File: config.mk
export PLATFORM = sky130hd
export DESIGN_NAME = osc_ctrl
export DESIGN_NICKNAME = d
export VERILOG_FILES = /design/src/rtl/osc_ctrl_pkg.sv /design/src/rtl/osc_downcnt.sv /design/src/rtl/osc_ctrl.sv
export SDC_FILE = /design/constraint.sdc
export NUM_CORES = 1
export LEC_CHECK = 0
export ABC_AREA = 0
export BUFFER_PORTS_ARGS = -buffer_cell sky130_fd_sc_hd__buf_2
export CAP_MARGIN = 0
export CELL_PAD_IN_SITES_DETAIL_PLACEMENT = 1
export CELL_PAD_IN_SITES_GLOBAL_PLACEMENT = 2
export CORE_MARGIN = 2
export CORE_UTILIZATION = 35
export DETAILED_ROUTE_END_ITERATION = 7
export PLACE_DENSITY = 0.77
export SETUP_SLACK_MARGIN = 0.3
export SKIP_CTS_REPAIR_TIMING = 1
export SLEW_MARGIN = 0
export SYNTH_ARGS = -nofsm -noshare
export SYNTH_HDL_FRONTEND = slang
export SYNTH_HIERARCHICAL = 1
export SYNTH_SLANG_ARGS = --single-unit
File: constraint.sdc
create_clock -name clk -period 3.24 [get_ports clk]
set_input_delay 0.162 -clock clk [delete_from_list [all_inputs] [get_ports clk]]
set_output_delay 0.162 -clock clk [all_outputs]
set_load 0.005 [all_outputs]
File: src/rtl/osc_ctrl_pkg.sv
// Shared types and constants for the programmable divided-clock generator.
package osc_ctrl_pkg;

    typedef enum logic [1:0] {
        IDLE  = 2'd0,
        PHASE = 2'd1,
        LO    = 2'd2,
        HI    = 2'd3
    } osc_state_e;

    localparam int OSC_MIN_PERIOD = 2;

endpackage

File: src/rtl/osc_downcnt.sv
// Loadable down-counter; holds at zero rather than wrapping.
// Load takes priority; zero reflects the registered count.
module osc_downcnt #(
    parameter int CNT_W = 32
) (
    input  logic             clk,
    input  logic             rst_n,
    input  logic             load,
    input  logic [CNT_W-1:0] load_val,
    output logic             zero
);

    logic [CNT_W-1:0] cnt_q;
    logic [CNT_W-1:0] cnt_d;

    always_comb begin
        cnt_d = cnt_q;
        if (load) begin
            cnt_d = load_val;
        end else if (cnt_q != '0) begin
            cnt_d = cnt_q - {{(CNT_W-1){1'b0}}, 1'b1};
        end
    end

    always_ff @(posedge clk or negedge rst_n) begin
        if (!rst_n) begin
            cnt_q <= '0;
        end else begin
            cnt_q <= cnt_d;
        end
    end

    assign zero = (cnt_q == '0);

endmodule

File: src/rtl/osc_ctrl.sv
// Divided-clock generator: programmable period and start phase, glitch-free start/stop.
// Outputs registered; configuration only accepted while idle (cfg_ready low otherwise).
module osc_ctrl
    import osc_ctrl_pkg::*;
#(
    parameter int CNT_W      = 32,
    parameter int RST_PERIOD = 2
) (
    input  logic             clk,
    input  logic             rst_n,
    input  logic             enable,
    input  logic             cfg_valid,
    output logic             cfg_ready,
    input  logic [CNT_W-1:0] cfg_period,
    input  logic [CNT_W-1:0] cfg_phase,
    output logic             cfg_err,
    output logic             div_clk,
    output logic             rise_stb,
    output logic             fall_stb,
    output logic             running
);

    localparam logic [CNT_W-1:0] ONE     = {{(CNT_W-1){1'b0}}, 1'b1};
    localparam logic [CNT_W-1:0] MIN_PER = CNT_W'(OSC_MIN_PERIOD);

    osc_state_e       state_q, state_d;
    logic [CNT_W-1:0] per_q, ph_q;
    logic [CNT_W-1:0] hi_len, lo_len;
    logic             div_clk_q, rise_stb_q, fall_stb_q, cfg_err_q;
    logic             cnt_load, cnt_zero;
    logic [CNT_W-1:0] cnt_val;
    logic             cfg_fire;

    assign hi_len   = per_q >> 1;
    assign lo_len   = per_q - hi_len;
    assign cfg_fire = cfg_valid && (state_q == IDLE);

    // A pending configuration in IDLE takes precedence over starting.
    always_comb begin
        state_d  = state_q;
        cnt_load = 1'b0;
        cnt_val  = '0;
        unique case (state_q)
            IDLE: begin
                if (!cfg_valid && enable) begin
                    cnt_load = 1'b1;
                    if (ph_q != '0) begin
                        state_d = PHASE;
                        cnt_val = ph_q - ONE;
                    end else begin
                        state_d = LO;
                        cnt_val = lo_len - ONE;
                    end
                end
            end
            PHASE: begin
                if (!enable) begin
                    state_d = IDLE;
                end else if (cnt_zero) begin
                    state_d  = LO;
                    cnt_load = 1'b1;
                    cnt_val  = lo_len - ONE;
                end
            end
            LO: begin
                if (!enable) begin
                    state_d = IDLE;
                end else if (cnt_zero) begin
                    state_d  = HI;
                    cnt_load = 1'b1;
                    cnt_val  = hi_len - ONE;
                end
            end
            HI: begin
                if (cnt_zero) begin
                    if (enable) begin
                        state_d  = LO;
                        cnt_load = 1'b1;
                        cnt_val  = lo_len - ONE;
                    end else begin
                        state_d = IDLE;
                    end
                end
            end
            default: state_d = IDLE;
        endcase
    end

    osc_downcnt #(.CNT_W(CNT_W)) u_cnt (
        .clk      (clk),
        .rst_n    (rst_n),
        .load     (cnt_load),
        .load_val (cnt_val),
        .zero     (cnt_zero)
    );

    always_ff @(posedge clk or negedge rst_n) begin
        if (!rst_n) begin
            state_q    <= IDLE;
            per_q      <= CNT_W'(RST_PERIOD);
            ph_q       <= '0;
            div_clk_q  <= 1'b0;
            rise_stb_q <= 1'b0;
            fall_stb_q <= 1'b0;
            cfg_err_q  <= 1'b0;
        end else begin
            state_q    <= state_d;
            div_clk_q  <= (state_d == HI);
            rise_stb_q <= (state_q != HI) && (state_d == HI);
            fall_stb_q <= (state_q == HI) && (state_d != HI);
            cfg_err_q  <= cfg_fire && (cfg_period < MIN_PER);
            if (cfg_fire && (cfg_period >= MIN_PER)) begin
                per_q <= cfg_period;
                ph_q  <= cfg_phase;
            end
        end
    end

    assign cfg_ready = (state_q == IDLE);
    assign running   = (state_q != IDLE);
    assign div_clk   = div_clk_q;
    assign rise_stb  = rise_stb_q;
    assign fall_stb  = fall_stb_q;
    assign cfg_err   = cfg_err_q;

endmodule

=== Word level (Yosys, flattened, before mapping) ===
Cells that the tools add are included.

* Register bits after elaboration: 102
* Logic and storage cells: 61

* Add/sub/neg operators: 5
* Magnitude comparators: 2
* Equality and inequality tests: 6
* Mux-type cells: 26
* Reduce and logical (&&, ||, !) cells: 14

{| class="wikitable"
|+ Operator list
! cell !! number
|-
| 32-bit 2-to-1 mux || 10
|-
| 32-bit one-hot mux with 4 select lines || 1
|-
| 32-bit by 1-bit subtractor with 32-bit output, second input constant || 3
|-
| 32-bit nonzero test || 2
|-
| 32-bit by 2-bit >= comparator with 1-bit output, second input constant || 1
|-
| 32-bit logical NOT || 1
|-
| 32-bit by 2-bit less-than comparator with 1-bit output, second input constant || 1
|-
| 31-bit by 1-bit subtractor with 32-bit output, second input constant || 1
|-
| 32-bit by 31-bit subtractor with 32-bit output || 1
|-
| 2-bit 2-to-1 mux || 8
|-
| 2-bit one-hot mux with 4 select lines || 1
|-
| 2-bit == test, second input constant || 3
|-
| 1-bit logical AND || 6
|-
| 1-bit 2-to-1 mux || 5
|-
| 2-bit inequality test, second input constant || 2
|-
| 2-bit nonzero test || 2
|-
| 1-bit one-hot mux with 3 select lines || 1
|-
| 2-bit by 1-bit == test with 1-bit output, second input constant || 1
|-
| 2-bit logical NOT || 1
|-
| 2-bit OR reduction || 1
|-
| 1-bit logical NOT || 1
|}

=== Logic depth before layout (Yosys ltp) ===
* Depth in word-level cells: 6
* Gate-level depth with buffers: 16
* Mapped depth without buffers: 14

=== Modules after synthesis ===
The synthesis kept the hierarchy.

{| class="wikitable"
|+ Modules (own cells, without submodules)
! module !! times used !! cells each !! area each (um^2) !! seq. area each (um^2)
|-
| osc_ctrl || 1 || 715 || 6482.5 || 1752.9
|-
| osc_downcnt || 1 || 220 || 1995.7 || 800.8
|}

=== Worst setup path before layout ===
OpenSTA, ideal clock, no wires.

* Path type: register to register
* From: reg u_cnt.cnt_q[0]
* To: reg u_cnt.cnt_q[26]
* Arrival time: 3034 ps
* Required time: 3145 ps
* Path slack: 110 ps
* Stages on the path, launching flop included: 16
* Path buffers: 5
* Period minus slack after synthesis: 3130 ps
* Path through: dfrtp_1 -> inv_1 -> ha_1 -> clkbuf_1 -> nor4b_1 -> and4_1 -> nand4_1 -> inv_1 -> clkbuf_1 -> nand2_1 -> o21ai_0 -> buf_6 -> clkbuf_1 -> clkbuf_1 -> nand2_1 -> o31ai_1

* Longest elaborated chain between the ends: 5

{| class="wikitable"
|+ RTL lines
! item !! RTL line !! RTL
|-
| start: declaration || osc_downcnt.sv:13 || <nowiki>logic [CNT_W-1:0] cnt_q;</nowiki>
|-
| start signal: assignment || osc_downcnt.sv:29 || <nowiki>cnt_q <= cnt_d;</nowiki>
|-
| 32-bit logical NOT * || osc_downcnt.sv:33 || <nowiki>assign zero = (cnt_q == '0);</nowiki>
|-
| net cnt_zero || osc_ctrl.sv:30 || <nowiki>logic cnt_load, cnt_zero;</nowiki>
|-
| 1-bit 2-to-1 mux || osc_ctrl.sv:59, osc_ctrl.sv:68 ||
|-
| 1-bit 2-to-1 mux || osc_ctrl.sv:66 || <nowiki>if (!enable) begin</nowiki>
|-
| 1-bit one-hot mux with 3 select lines * || osc_ctrl.sv:43 || <nowiki>unique case (state_q)</nowiki>
|-
| net cnt_load || osc_ctrl.sv:30 ||
|-
| 32-bit 2-to-1 mux or 2-bit nonzero test (tied branches) || - ||
|}

The timed path passes the listed nets; every way through them passes the cells marked *. The select of a mux whose other input is x is not followed.
A chain may end at the register's enable or synchronous reset.

=== Final worst setup path ===
* From: reg per_q[11]
* To: reg u_cnt.cnt_q[30]

* Longest elaborated chain between the ends: 6

{| class="wikitable"
|+ RTL lines
! item !! RTL line !! RTL
|-
| start: declaration || osc_ctrl.sv:27 || <nowiki>logic [CNT_W-1:0] per_q, ph_q;</nowiki>
|-
| start signal: assignment || osc_ctrl.sv:100 || <nowiki>per_q <= CNT_W'(RST_PERIOD);</nowiki>
|-
| start signal: assignment || osc_ctrl.sv:113 || <nowiki>per_q <= cfg_period;</nowiki>
|-
| 32-bit by 31-bit subtractor with 32-bit output || osc_ctrl.sv:35 || <nowiki>assign lo_len = per_q - hi_len;</nowiki>
|-
| 32-bit by 1-bit subtractor with 32-bit output || osc_ctrl.sv:52, osc_ctrl.sv:62, osc_ctrl.sv:79 ||
|-
| 32-bit 2-to-1 mux, on equally long branches || osc_ctrl.sv:76, osc_ctrl.sv:59, osc_ctrl.sv:47 ||
|-
| 32-bit 2-to-1 mux, on equally long branches || osc_ctrl.sv:75, osc_ctrl.sv:57, osc_ctrl.sv:45 ||
|-
| 32-bit one-hot mux with 4 select lines * || osc_ctrl.sv:43 ||
|-
| net cnt_val[30] || osc_ctrl.sv:31 || <nowiki>logic [CNT_W-1:0] cnt_val;</nowiki>
|-
| 32-bit 2-to-1 mux * || osc_downcnt.sv:18 || <nowiki>if (load) begin</nowiki>
|}

The timed path passes the listed nets; every way through them passes the cells marked *.

==> impl_metrics.py <==
metrics = {
    "outcome": {
        "status": "complete, no violations",
    },
    "grt": {
        "grtUsageTotal": 0.216,
        "grt_pass1_vias": 7765,
        "grt_max_degree": 57,
        "antenna_found_initial": 0,
        "grt-ovfl-total": 0,
        "grt_pass1_wl_um": 43800,
    },
    "timing": {
        "rsz0062_at_grt": "yes",
        "fin_skew_ns": 0.0159,
        "slew_viol_final": 0,
        "slew_headroom": 0.537,
        "hold_viol": 0,
        "setup_violations": 0,
        "worstMarginPinSlew_ns": 0.694,
        "fin_crit_ns": 3.16,
        "tns_ns": 0,
        "fmax_mhz": 316,
        "finalCritPeriodShare": 0.976,
        "fin_ws_ns": 0.0774,
    },
    "setup_path": {
        "critical-path-top-delay-family": "simple AND/OR/NAND/NOR gates",
        "path_buf_inv": 2,
        "arrival_ns": 3.40,
        "path_max_fanout": 4,
        "path_common_cell": "o31ai_2",
        "max_stage_delay_ns": 0.56,
        "regToRegSetupSlack_ns": 0.08,
        "reg2reg_to": "u_cnt/cnt_q[30]$_DFFE_PN0P_",
        "start_kind": "flop",
        "cp.depth": 13,
        "cp-startpoint": "per_q[11]$_DFFE_PN0P_",
        "crit_type": "flop to flop",
        "rr_worst_depth": 13,
        "crit_path_cell_trace": "inv_2, ha_4, or4_4, or3_4, nor3_4, a21oi_4, o41ai_4, a211oi_2, o211ai_1, buf_4, o31ai_2, nand2_1, o31ai_2",
        "slowest_stage": "or4_4",
        "r2r-start": "per_q[11]$_DFFE_PN0P_",
        "critPathRequiredTime_ns": 3.48,
        "crit_end": "u_cnt/cnt_q[30]$_DFFE_PN0P_",
        "end_kind": "flop",
    },
    "die": {
        "ioPinCount": 74,
        "die-area_mm2": 0.0255,
        "start_util": 0.359,
        "coreArea_mm2": 0.0236,
        "fp.dieH_um": 160,
        "die_x_um": 160,
        "num_rows": 56,
    },
    "run": {
        "max-cap-violations": 0,
    },
    "layout": {
        "nets": 1216,
        "area_growth_pct": 26.2,
        "layout-drive-gt1-share": 0.332,
        "antenna_cells": 0,
        "utilization": 0.453,
        "layoutNonFillerInstCount": 1402,
    },
    "synth": {
        "ys_async_sr_fraction": 1.00,
        "synthesis.nets": 1073,
        "synth-seq-cells": 102,
        "avgSynthCellArea_um2": 9.07,
        "synth.cell_area_mm2": 0.00848,
        "synth_edf_count": 0,
        "synthFlopType": "dfrtp_1",
        "syn_inst": 935,
        "synth-seq-area-share": 0.301,
        "ys_types": 68,
        "ys_warn_count": 6,
    },
    "drt": {
        "vias": 7512,
        "wire_per_inst_um": 20.0,
        "viasPerCell": 5.36,
        "ant_nets": 0,
        "drtPass1Iterations": 4,
        "drc": 0,
        "drt_iter0_drc": 480,
        "routed_wirelength_um": 28100,
    },
    "place": {
        "placement.io_buffers": 73,
        "placed_cells": 1359,
        "gp_congestion": 0.874,
        "place_worst_setup_slack_ns": -0.112,
        "place_hpwl_um": 21700,
    },
    "pwr": {
        "p_per_area_mw_per_mm2": 241,
        "p_total_uw": 2580,
        "leakage_uw": 0.00476,
        "vdd_drop_max_v": 0.000181,
    },
    "clock_tree": {
        "clkLatencyLatePin_ns": 0.36,
        "clk_pin_slew_worst_paths_ns": 0.09,
        "clock_tree.root_cell": "clkbuf_16",
        "cts_made_buffers": 9,
        "clkSinkCount": 102,
        "cts.htree.levels": 3,
        "cts_tree": "yes",
        "cts_buffer_depth": 2,
    },
    "min_path": {
        "hp-class": "primary input to flop",
    },
}
[worst min path at each step]
stage / startpoint / to / cells after the start
finish: cfg_phase[10] / ph_q[10]$_DFFE_PN0P_ / 2
global route: cfg_phase[11] / ph_q[11]$_DFFE_PN0P_ / 2
CTS: rst_n / per_q[5]$_DFFE_PN0P_ / 1
detailed placement: rst_n / per_q[5]$_DFFE_PN0P_ / 1
global placement: rst_n / per_q[5]$_DFFE_PN0P_ / 1
floorplan: rst_n / cfg_err$_DFF_PN0_ / 0
[flip-flops by register name (all words and copies together), names as in the netlist]
signal,count
state_q,2
fall_stb,1
div_clk,1
ph_q,32
per_q,32
cfg_err,1
rise_stb,1
u_cnt/cnt_q,32
[cells by family after synthesis]
family,Yosys count,synth area share
AND/OR/NAND/NOR,306,0.189
flip-flops,102,0.301
multiplexers,71,0.0936
XOR/XNOR,104,0.107
AO/OA/AOI/OAI,180,0.149
adder cells (fa/ha/maj),70,0.104
buffers and inverters,102,0.0549
[synthesized netlist by cell type, types with 14 or more instances]
master	number	area share
a21oi_1	37	0.022
a22oi_1	14	0.012
clkbuf_1	20	0.0089
dfrtp_1	101	0.30
ha_1	69	0.10
inv_1	66	0.029
mux2_2	66	0.088
nand2_1	85	0.038
nand2b_1	14	0.010
nand3_1	23	0.014
nor2_1	58	0.026
nor3_1	29	0.017
nor4_1	29	0.021
o21ai_0	23	0.014
o221ai_1	14	0.014
o31ai_1	22	0.019
xnor2_1	78	0.081
xor2_1	26	0.027
[power by group]
part | switching, uW | total, uW | internal (uW)
sequential | 0 | 1270 | 1270
clock | 595 | 1220 | 629
combinational | 49.9 | 84.2 | 34.3
total | 645 | 2580 | 1930
[cell type report]
type	count	area (um2)
sequential	102	2560
timing repair buffer	166	1130
clock inverter	7	100
multi-input combinational	731	6030
tap	319	399
clock buffer	9	225
inverter	68	265
fill	2750	12900
[through the flow]
| stage | instance area [um2] | hold slack [ns] |
|---|---|---|
| 2_1_floorplan | 8540 | -0.134 |
| 3_3_place_gp | 9650 | 0.243 |
| 3_5_place_dp | 9650 | 0.254 |
| 4_1_cts | 9980 | -0.147 |
| 5_1_grt | 10700 | 0.0181 |
| 6_report | 10700 | 0.0215 |
[placed cells by master, fill, tap and decap left out, drive strengths merged, types with 18 or more instances in the layout]
cell,n
a21oi,37
inv,70
o31ai,24
nor3,31
nand2,86
buf,165
mux2,66
ha,69
nor2,58
xnor2,78
dfrtp,101
o221ai,18
o21ai,34
nor4,32
xor2,26
nand3,23
[metal layers]
layer	track usage	part of all wire	up-vias
met5	0	0	-
met4	0.0368	0.010	0
met3	0.0229	0.028	18
met2	0.345	0.46	112
met1	0.318	0.50	3722
li1	-	-	3660
No activity file was read; power rests on OpenSTA's default activity.
